<file path="config.mk">
export PLATFORM = sky130hd
export DESIGN_NAME = stopwatch_bcd_flat
export DESIGN_NICKNAME = d
export VERILOG_FILES = /design/src/rtl/stopwatch_bcd_if.sv /design/src/rtl/stopwatch_bcd.sv /design/src/flat_wrapper.sv
export SDC_FILE = /design/constraint.sdc
export NUM_CORES = 1
export LEC_CHECK = 0
export ABC_AREA = 0
export CAP_MARGIN = 20
export CORE_MARGIN = 2
export CORE_UTILIZATION = 51
export CTS_BUF_LIST = sky130_fd_sc_hd__clkbuf_4 sky130_fd_sc_hd__clkbuf_8
export DETAILED_ROUTE_END_ITERATION = 8
export PLACE_DENSITY = 0.81
export SYNTH_ARGS = -nofsm -noshare
export SYNTH_HDL_FRONTEND = slang
export SYNTH_SLANG_ARGS = --single-unit
</file>
<file path="constraint.sdc">
create_clock -name i_clk -period 2.09 [get_ports i_clk]
set_clock_uncertainty 0.1 [all_clocks]
set_input_delay 0.418 -clock i_clk [delete_from_list [all_inputs] [get_ports i_clk]]
set_output_delay 0.418 -clock i_clk [all_outputs]
set_load 0.02 [all_outputs]
</file>
<file path="src/rtl/stopwatch_bcd_if.sv">
// Control/status bundle between the stopwatch and its neighbours.
// Lap signals exist only when STOPWATCH_LAP_EN is defined.
interface stopwatch_bcd_if;
  logic        i_start_stop;
  logic        i_clear;
  logic        o_tick;
  logic        o_running;
  logic        o_wrap;
  logic [3:0]  o_sec_ones;
  logic [3:0]  o_sec_tens;
  logic [3:0]  o_min_ones;
  logic [3:0]  o_min_tens;
  logic [1:0]  o_dbg_state;
`ifdef STOPWATCH_LAP_EN
  logic        i_lap;
  logic [15:0] o_lap_digits;
  logic        o_lap_valid;

  modport slave (
    input  i_start_stop, i_clear, i_lap,
    output o_tick, o_running, o_wrap, o_sec_ones, o_sec_tens,
           o_min_ones, o_min_tens, o_dbg_state, o_lap_digits, o_lap_valid
  );
  modport master (
    output i_start_stop, i_clear, i_lap,
    input  o_tick, o_running, o_wrap, o_sec_ones, o_sec_tens,
           o_min_ones, o_min_tens, o_dbg_state, o_lap_digits, o_lap_valid
  );
`else
  modport slave (
    input  i_start_stop, i_clear,
    output o_tick, o_running, o_wrap, o_sec_ones, o_sec_tens,
           o_min_ones, o_min_tens, o_dbg_state
  );
  modport master (
    output i_start_stop, i_clear,
    input  o_tick, o_running, o_wrap, o_sec_ones, o_sec_tens,
           o_min_ones, o_min_tens, o_dbg_state
  );
`endif
endinterface

</file>
<file path="src/rtl/stopwatch_bcd.sv">
// MM:SS BCD stopwatch driven by a synchronized slow-clock tick.
// Optional lap capture is enabled by defining STOPWATCH_LAP_EN.
module stopwatch_bcd #(
  parameter int p_sync_stages = 2
) (
  input  logic              i_clk,
  input  logic              reset,
  input  logic              i_slow_clk,
  stopwatch_bcd_if.slave    io_bus
);

  typedef enum logic [1:0] {
    ST_IDLE  = 2'd0,
    ST_RUN   = 2'd1,
    ST_PAUSE = 2'd2
  } state_t;

  // Controls are single-cycle pulses sampled on i_clk with no backpressure;
  // every status output is valid in every cycle.
  logic [p_sync_stages-1:0] r_sync;
  logic                     r_prev;
  logic                     r_tick;
  state_t                   r_state;
  state_t                   w_state_next;
  logic [3:0]               r_sec_ones;
  logic [3:0]               r_sec_tens;
  logic [3:0]               r_min_ones;
  logic [3:0]               r_min_tens;
  logic                     r_wrap;
  logic                     w_inc;

  always_ff @(posedge i_clk or posedge reset) begin
    if (reset) begin
      r_sync <= '0;
      r_prev <= 1'b0;
      r_tick <= 1'b0;
    end else begin
      r_sync <= {r_sync[p_sync_stages-2:0], i_slow_clk};
      r_prev <= r_sync[p_sync_stages-1];
      r_tick <= r_sync[p_sync_stages-1] & ~r_prev;
    end
  end

  always_ff @(posedge i_clk or posedge reset) begin
    if (reset) r_state <= ST_IDLE;
    else       r_state <= w_state_next;
  end

  always_comb begin
    w_state_next = r_state;
    if (io_bus.i_clear) begin
      w_state_next = ST_IDLE;
    end else if (io_bus.i_start_stop) begin
      case (r_state)
        ST_IDLE:  w_state_next = ST_RUN;
        ST_RUN:   w_state_next = ST_PAUSE;
        ST_PAUSE: w_state_next = ST_RUN;
        default:  w_state_next = ST_IDLE;
      endcase
    end
  end

  // Counting follows the state before the edge, so a start/stop pulse
  // coinciding with a tick in RUN still lets that tick count.
  assign w_inc = r_tick & (r_state == ST_RUN) & ~io_bus.i_clear;

  always_ff @(posedge i_clk or posedge reset) begin
    if (reset) begin
      r_sec_ones <= 4'd0;
      r_sec_tens <= 4'd0;
      r_min_ones <= 4'd0;
      r_min_tens <= 4'd0;
      r_wrap     <= 1'b0;
    end else if (io_bus.i_clear) begin
      r_sec_ones <= 4'd0;
      r_sec_tens <= 4'd0;
      r_min_ones <= 4'd0;
      r_min_tens <= 4'd0;
      r_wrap     <= 1'b0;
    end else begin
      r_wrap <= 1'b0;
      if (w_inc) begin
        if (r_sec_ones == 4'd9) begin
          r_sec_ones <= 4'd0;
          if (r_sec_tens == 4'd5) begin
            r_sec_tens <= 4'd0;
            if (r_min_ones == 4'd9) begin
              r_min_ones <= 4'd0;
              if (r_min_tens == 4'd5) begin
                r_min_tens <= 4'd0;
                r_wrap     <= 1'b1;
              end else begin
                r_min_tens <= r_min_tens + 4'd1;
              end
            end else begin
              r_min_ones <= r_min_ones + 4'd1;
            end
          end else begin
            r_sec_tens <= r_sec_tens + 4'd1;
          end
        end else begin
          r_sec_ones <= r_sec_ones + 4'd1;
        end
      end
    end
  end

`ifdef STOPWATCH_LAP_EN
  logic [15:0] r_lap_digits;
  logic        r_lap_valid;

  // Capture uses the registered count, i.e. the value before any same-edge increment.
  always_ff @(posedge i_clk or posedge reset) begin
    if (reset) begin
      r_lap_digits <= 16'd0;
      r_lap_valid  <= 1'b0;
    end else if (io_bus.i_clear) begin
      r_lap_digits <= 16'd0;
      r_lap_valid  <= 1'b0;
    end else if (io_bus.i_lap && (r_state != ST_IDLE)) begin
      r_lap_digits <= {r_min_tens, r_min_ones, r_sec_tens, r_sec_ones};
      r_lap_valid  <= 1'b1;
    end
  end

  assign io_bus.o_lap_digits = r_lap_digits;
  assign io_bus.o_lap_valid  = r_lap_valid;
`endif

  assign io_bus.o_tick      = r_tick;
  assign io_bus.o_running   = (r_state == ST_RUN);
  assign io_bus.o_wrap      = r_wrap;
  assign io_bus.o_sec_ones  = r_sec_ones;
  assign io_bus.o_sec_tens  = r_sec_tens;
  assign io_bus.o_min_ones  = r_min_ones;
  assign io_bus.o_min_tens  = r_min_tens;
  assign io_bus.o_dbg_state = r_state;

endmodule

</file>
<file path="src/flat_wrapper.sv">
// flat-port wrapper written by rule: the top's interface ports become plain ports
module stopwatch_bcd_flat 
#(
  parameter int p_sync_stages = 2
)
  (i_clk, reset, i_slow_clk, io_bus_i_start_stop, io_bus_i_clear, io_bus_o_tick, io_bus_o_running, io_bus_o_wrap, io_bus_o_sec_ones, io_bus_o_sec_tens, io_bus_o_min_ones, io_bus_o_min_tens, io_bus_o_dbg_state);
  stopwatch_bcd_if io_bus_i ();
  input  logic i_clk;
  input  logic reset;
  input  logic i_slow_clk;
  input wire logic [$bits(io_bus_i.i_start_stop)-1:0] io_bus_i_start_stop;
  input wire logic [$bits(io_bus_i.i_clear)-1:0] io_bus_i_clear;
  output wire logic [$bits(io_bus_i.o_tick)-1:0] io_bus_o_tick;
  output wire logic [$bits(io_bus_i.o_running)-1:0] io_bus_o_running;
  output wire logic [$bits(io_bus_i.o_wrap)-1:0] io_bus_o_wrap;
  output wire logic [$bits(io_bus_i.o_sec_ones)-1:0] io_bus_o_sec_ones;
  output wire logic [$bits(io_bus_i.o_sec_tens)-1:0] io_bus_o_sec_tens;
  output wire logic [$bits(io_bus_i.o_min_ones)-1:0] io_bus_o_min_ones;
  output wire logic [$bits(io_bus_i.o_min_tens)-1:0] io_bus_o_min_tens;
  output wire logic [$bits(io_bus_i.o_dbg_state)-1:0] io_bus_o_dbg_state;
  assign io_bus_i.i_start_stop = io_bus_i_start_stop;
  assign io_bus_i.i_clear = io_bus_i_clear;
  assign io_bus_o_tick = io_bus_i.o_tick;
  assign io_bus_o_running = io_bus_i.o_running;
  assign io_bus_o_wrap = io_bus_i.o_wrap;
  assign io_bus_o_sec_ones = io_bus_i.o_sec_ones;
  assign io_bus_o_sec_tens = io_bus_i.o_sec_tens;
  assign io_bus_o_min_ones = io_bus_i.o_min_ones;
  assign io_bus_o_min_tens = io_bus_i.o_min_tens;
  assign io_bus_o_dbg_state = io_bus_i.o_dbg_state;
  stopwatch_bcd #(.p_sync_stages(p_sync_stages)) u_core (.i_clk(i_clk), .reset(reset), .i_slow_clk(i_slow_clk), .io_bus(io_bus_i));
endmodule
</file>
==> flow_metrics.env, run 1 <==
export IMPL_cts_made_buffers=3
export IMPL_drc=0
export IMPL_cts_root_buf="clkbuf_4"
export IMPL_die_x_um=51.8
export IMPL_grt_overflow_total=0
export IMPL_cts_buffer_depth=2
export IMPL_worst_pin_slew_ns=0.294
export IMPL_ant_nets=0
export IMPL_h_tree_depth=1
export IMPL_drt_iter0_drc=11
export IMPL_r2r_end="u_core.io_bus.o_sec_tens[3]$_DFFE_PP0P_"
export IMPL_final_cell_mix="clkdlybuf4s50_1 (24), dfrtp_1 (23), a21oi_1 (15)"
export IMPL_cts_tree="done"
export IMPL_crit_path_start_kind="flop"
export IMPL_cp_max_fo=7
export IMPL_n_fill_cell=168
export IMPL_final_max_slew_viol_count=0
export IMPL_rsz0062_at_grt="false"
export IMPL_yosysWarnings=0
export IMPL_layout_commonest_cell="clkdlybuf4s50_1"
export IMPL_synth_seq_area_share_pct=49.3
export IMPL_reg2reg_depth=6
export IMPL_cp_end_kind="flop"
export IMPL_area_growth_pct=26.8
export IMPL_yosys_area_top_type="dfrtp_1"
export IMPL_grt_max_degree=24
export IMPL_fin_nets=158
export IMPL_yosys_area_share_simple_pct=25.3
export IMPL_setup_tns_final_ns=0
export IMPL_io_buffers=25
export IMPL_setup_viol_count_final=0
export IMPL_gp_congestion=0.740
export IMPL_hp_class="reg -> reg"
export IMPL_antenna_cells=0
export IMPL_row_count=17
export IMPL_fin_hold_ws_ns=0.267
export IMPL_grt_pass1_wl_mm=3.99
export IMPL_vias_per_cell=5.52
export IMPL_finalCriticalPeriod_ns=1.94
export IMPL_ios=26
export IMPL_dp_hpwl_mm=1.71
export IMPL_synth_seq_cells=23
export IMPL_wl_per_cell_um=13.4
export IMPL_dieArea_um2=2690
export IMPL_synth_top_area_share_pct=49.3
export IMPL_syn_area_per_cell_um2=10.1
export IMPL_synth_xor_area_share_pct=1.50
export IMPL_ys_async_sr_fraction_pct=100
export IMPL_r2r_start="u_core.io_bus.o_sec_ones[1]$_DFFE_PP0P_"
export IMPL_synth_edff_count=0
export IMPL_synth_adder_area_share_pct=8.57
export IMPL_reg2reg_slack_ns=0.15
export IMPL_synthesis_area_um2=1170
export IMPL_cts_sinks=23
export IMPL_fmax_mhz=516
export IMPL_cts_setup_buffers=0
export IMPL_max_cap_violations=0
export IMPL_syn_num_nets=129
export IMPL_clkTransAtPathRegs_ns=0.12
export IMPL_synth_compound_area_share_pct=9.00
export IMPL_grt_usage_pct=20.1
export IMPL_critical_path_class="reg -> reg"
export IMPL_drive_gt1_share_pct=6.94
export IMPL_ys_types=29
export IMPL_synth_top_family_by_area="simple AND/OR/NAND/NOR gates"
export IMPL_start_util_pct=53.3
export IMPL_max_slew_margin_rel_pct=80.4
export IMPL_hold_start="u_core.r_sync[0]$_DFF_PP0_"
export IMPL_p_per_area_nw_per_um2=499
export IMPL_syn_instance_count=116
export IMPL_ys_flop_type="dfrtp_1"
export IMPL_leakagePower_nw=0.643
export IMPL_die_h_um=51.8
export IMPL_synth_area_top_cells="dfrtp_1 (49%), ha_1 (8.6%), a21oi_1 (6.4%)"
export IMPL_clock_latency_ns=0.31
export IMPL_vias=950
export IMPL_status="complete, no violations"
export IMPL_muxShareOfSynthArea_pct=1.71
export IMPL_min_to="u_core.r_sync[1]$_DFF_PP0_"
export IMPL_hold_depth=0
export IMPL_arrival_ns=2.09
export IMPL_grt_pass1_vias=881
export IMPL_cp_required_ns=2.24
export IMPL_antenna_found_initial=0
export IMPL_routed_wl_mm=2.30
export IMPL_core_area_um2=2190
export IMPL_peakVddDrop_mv=0.512
export IMPL_drt_first_pass_iters=4
export IMPL_finalCritPeriodShare_pct=92.7
export IMPL_hold_viol_final=0
[logic make-up after synthesis]
family	after synthesis
and+or+nand+nor	49
xor gates and xnor gates	2
AOI/OAI and AO/OA	21
buffers and inverters	11
DFF	23
adders and majority gates	8
muxes	2
[routing by layer]
layer | vias to the layer above | wire, um | track usage (%)
li1 | 462 | - | -
met1 | 459 | 1020 | 25.5
met5 | - | 0 | 0
met3 | 4 | 115 | 6.03
met4 | 0 | 30 | 8.33
met2 | 25 | 1130 | 31.9
[registers in the layout, indices dropped and copies added (netlist names)]
signal and flops:
u_core.io_bus.o_wrap 1, u_core.r_sync 2, u_core.io_bus.o_dbg_state 2, u_core.io_bus.o_sec_ones 4
u_core.io_bus.o_tick 1, u_core.io_bus.o_sec_tens 4, u_core.r_prev 1, u_core.io_bus.o_min_tens 4
u_core.io_bus.o_min_ones 4
[worst max path at each step]
stage                                                  from                                      end  cells after the start
floorplan           u_core.io_bus.o_sec_tens[0]$_DFFE_PP0P_  u_core.io_bus.o_min_tens[3]$_DFFE_PP0P_                      6
global placement    u_core.io_bus.o_sec_tens[1]$_DFFE_PP0P_  u_core.io_bus.o_min_tens[3]$_DFFE_PP0P_                      6
detailed placement  u_core.io_bus.o_sec_tens[1]$_DFFE_PP0P_  u_core.io_bus.o_min_tens[3]$_DFFE_PP0P_                      6
CTS                 u_core.io_bus.o_sec_tens[1]$_DFFE_PP0P_  u_core.io_bus.o_min_tens[3]$_DFFE_PP0P_                      6
global route        u_core.io_bus.o_sec_ones[1]$_DFFE_PP0P_  u_core.io_bus.o_sec_tens[3]$_DFFE_PP0P_                      6
finish              u_core.io_bus.o_sec_ones[1]$_DFFE_PP0P_  u_core.io_bus.o_sec_tens[3]$_DFFE_PP0P_                      6
[final cells by class]
class | instances | area (um^2) | share of cell area, %
clock buffer | 4 | 30.0 | 2.03
inverter | 6 | 22.5 | 1.52
multi-input combinational | 82 | 538 | 36.3
sequential | 23 | 576 | 38.9
timing repair buffer | 29 | 279 | 18.9
tap | 28 | 35.0 | 2.37
[cell usage after synthesis (2+ instances only)]
cell	instances
a21oi_1	15
nor2_1	8
o21ai_0	6
nand3_1	5
or3_1	8
and3b_1	4
clkbuf_1	2
dfrtp_1	23
nand2_1	8
inv_1	6
ha_1	8
mux2i_1	2
nor3_1	2
or4_1	2
nor2b_1	3
[critical path: stages (launching register included)]
cell	delay (ns)
dfrtp_1	0.44
inv_1	0.08
ha_1	0.14
and3b_1	0.30
nand2_2	0.15
or4_1	0.50
a21oi_1	0.16
[stage by stage]
stage	setup slack [ns]	util, %	cells	area (um^2)	power (mW)
4_1_cts	0.142	67.6	172	1480	0.753
3_5_place_dp	0.161	66.2	168	1450	0.534
2_1_floorplan	0.223	-	116	1170	0.501
5_1_grt	0.0204	67.6	172	1480	0.776
3_3_place_gp	0.235	66.2	168	1450	0.533
6_report	0.152	67.6	172	1480	0.738
[power by group]
part | internal [mW] | switching, mW | total [mW]
clock | 0.0876 | 0.128 | 0.215
combinational | 0.0279 | 0.0351 | 0.0630
sequential | 0.453 | 0.00704 | 0.460
[repair_timing]
item / 4_1_cts / 5_1_grt
endpoints found under the setup margin: 1 / 0
resized for setup: 1 / 0
hold buffers: 0 / 0
No activity file was read; power rests on OpenSTA's default activity.
==> run 2: changes to the inputs <==
Settings changed: CORE_MARGIN 2 to unset.
==> run 2 against run 1 <==
Critical path depth unchanged. Critical endpoint is now u_core.io_bus.o_min_tens[3]$_DFFE_PP0P_. Final cell count down 1.7%. Highest routed layer unchanged. Utilization up 3.4 points.
==> flow_metrics.env, run 2 (same netlist as run 1, synthesis figures left out) <==
export IMPL_finalCriticalPeriod_ns=1.96
export IMPL_cts_made_buffers=3
export IMPL_p_sw_share_pct=24.4
export IMPL_ios=26
export IMPL_drc=0
export IMPL_crit_chain="inv_1 > ha_1 > and3b_2 > nand4_4 > or4_1 > a21oi_1"
export IMPL_cp_end_kind="flop"
export IMPL_wl_met2_mm=1.11
export IMPL_grt_max_degree=24
export IMPL_path_delay_family="simple AND/OR/NAND/NOR gates"
export IMPL_cts_buffer_depth=2
export IMPL_internal_power_mw=0.551
export IMPL_arrival_ns=2.11
export IMPL_h_tree_depth=1
export IMPL_grt_overflow_total=0
export IMPL_wl_per_cell_um=13.3
export IMPL_peakVddDrop_mv=0.492
export IMPL_max_slew_margin_rel_pct=77.8
export IMPL_cts_hold_buf=0
export IMPL_io_buffers=25
export IMPL_cts_root_buf="clkbuf_4"
export IMPL_grt_usage_pct=21.7
export IMPL_cts_sinks=23
export IMPL_instances_no_fill=169
export IMPL_cp_buffers_inverters=1
export IMPL_start_util_pct=56.6
export IMPL_ant_nets=0
export IMPL_cts_setup_buffers=0
export IMPL_vias=930
export IMPL_startpoint="u_core.io_bus.o_sec_ones[1]$_DFFE_PP0P_"
export IMPL_gp_congestion=0.762
export IMPL_cts_tree="done"
export IMPL_setup_tns_final_ns=0
export IMPL_setup_worst_path_end="u_core.io_bus.o_min_tens[3]$_DFFE_PP0P_"
export IMPL_setup_viol_count_final=0
export IMPL_row_count=16
export IMPL_crit_path_start_kind="flop"
export IMPL_reg2reg_depth=6
export IMPL_cp_slowest_cell="or4_1"
export IMPL_leakagePower_nw=0.632
export IMPL_dp_hpwl_mm=1.66
export IMPL_grt_pass1_wl_mm=4.02
export IMPL_clock_latency_ns=0.32
export IMPL_r2r_start="u_core.io_bus.o_sec_ones[1]$_DFFE_PP0P_"
export IMPL_drt_iter0_drc=14
export IMPL_status="complete, no violations"
export IMPL_critical_path_class="reg -> reg"
export IMPL_dr_wl_met3_um=87
export IMPL_drt_first_pass_iters=4
export IMPL_final_max_slew_viol_count=0
export IMPL_cpPeakStageDelay_ns=0.49
export IMPL_routed_wl_mm=2.25
export IMPL_hp_class="reg -> reg"
export IMPL_grt_pass1_vias=884
export IMPL_wl_met1_mm=1.00
export IMPL_vias_per_cell=5.50
export IMPL_cp_num_cells=6
export IMPL_rsz0062_at_grt="false"
export IMPL_p_per_area_nw_per_um2=499
export IMPL_finalCritPeriodShare_pct=93.9
export IMPL_clkTransAtPathRegs_ns=0.13
export IMPL_hold_viol_final=0
export IMPL_max_cap_violations=0
export IMPL_area_growth_pct=25.3
export IMPL_antenna_found_initial=0
export IMPL_reg2reg_slack_ns=0.13
export IMPL_dieArea_um2=2480
export IMPL_cp_max_fo=9
export IMPL_layout_commonest_cell="clkdlybuf4s50_1"
export IMPL_dp_cells=165
export IMPL_die_h_um=49.8
export IMPL_fin_nets=156
export IMPL_cp_required_ns=2.23
export IMPL_pwr_share_seq_pct=63.0
export IMPL_p_switching_mw=0.178
export IMPL_r2r_end="u_core.io_bus.o_min_tens[3]$_DFFE_PP0P_"
export IMPL_top_layer="met4"
export IMPL_final_cell_mix="clkdlybuf4s50_1 (24), dfrtp_1 (23), a21oi_1 (15)"
export IMPL_fmax_mhz=509
export IMPL_worst_pin_slew_ns=0.328
export IMPL_comb_power_share_pct=8.5
export IMPL_pwr_share_clk_pct=28.4
export IMPL_die_x_um=49.8
export IMPL_antenna_cells=0
export IMPL_core_area_um2=2060
export IMPL_drive_gt1_share_pct=6.34
-- run 2: cell types whose count changed in the layout (fill, tap and decap cells not counted), sizes merged --
cell / before / now
buf: 4 / 2
clkbuf: 4 / 3
clkinv: 0 / 1
-- run 2: layer usage --
layer  vias to the layer above  GRT usage, %
li1                        456             -
met1                       438          28.2
met2                        28          34.9
met3                         8          4.01
met4                         0          10.0
met5                         -             0
-- run 2: final cells by class --
type	count	area, um^2
Sequential cell	23	576
Clock inverter	1	5.00
Tap cell	27	33.8
Fill cell	166	599
Multi-Input combinational cell	82	539
Inverter	6	22.5
Timing Repair Buffer	27	264
Clock buffer	3	22.5
-- run 2: metrics by stage --
step	area, um^2	setup slack (ns)	util, %	hold slack (ns)	power [mW]
2_1_floorplan	1170	0.223	-	0.231	0.501
3_3_place_gp	1440	0.178	69.6	0.238	0.530
3_5_place_dp	1440	0.0701	69.6	0.260	0.533
4_1_cts	1460	0.0424	70.9	0.289	0.738
5_1_grt	1460	0.0157	70.9	0.301	0.761
6_report	1460	0.127	70.9	0.286	0.730
-- run 2: power groups by stage --
stage / Clock [mW] / Sequential [mW] / Combinational, mW
floorplan: 0 / 0.473 / 0.0280
finish: 0.207 / 0.460 / 0.0622
global placement: 0 / 0.468 / 0.0630
detailed placement: 0 / 0.468 / 0.0646
CTS: 0.215 / 0.460 / 0.0632
global route: 0.231 / 0.461 / 0.0687
-- run 2: what timing repair did --
action | in CTS | in global routing
setup endpoints to repair | 1 | 5
resized for setup | 1 | 1
cloned | 0 | 0
-- run 2: worst min path at each step --
stage	start	to	slack, ns	cells after the start
final	u_core.r_sync[1]$_DFF_PP0_	u_core.r_prev$_DFF_PP0_	0.29	0
after global routing	u_core.r_sync[0]$_DFF_PP0_	u_core.r_sync[1]$_DFF_PP0_	0.30	0
after CTS	u_core.r_sync[1]$_DFF_PP0_	u_core.r_prev$_DFF_PP0_	0.29	0
after detailed placement	u_core.r_sync[1]$_DFF_PP0_	u_core.r_prev$_DFF_PP0_	0.26	0
after global placement	u_core.r_sync[0]$_DFF_PP0_	u_core.r_sync[1]$_DFF_PP0_	0.24	0
after floorplan	u_core.r_sync[0]$_DFF_PP0_	u_core.r_sync[1]$_DFF_PP0_	0.23	0
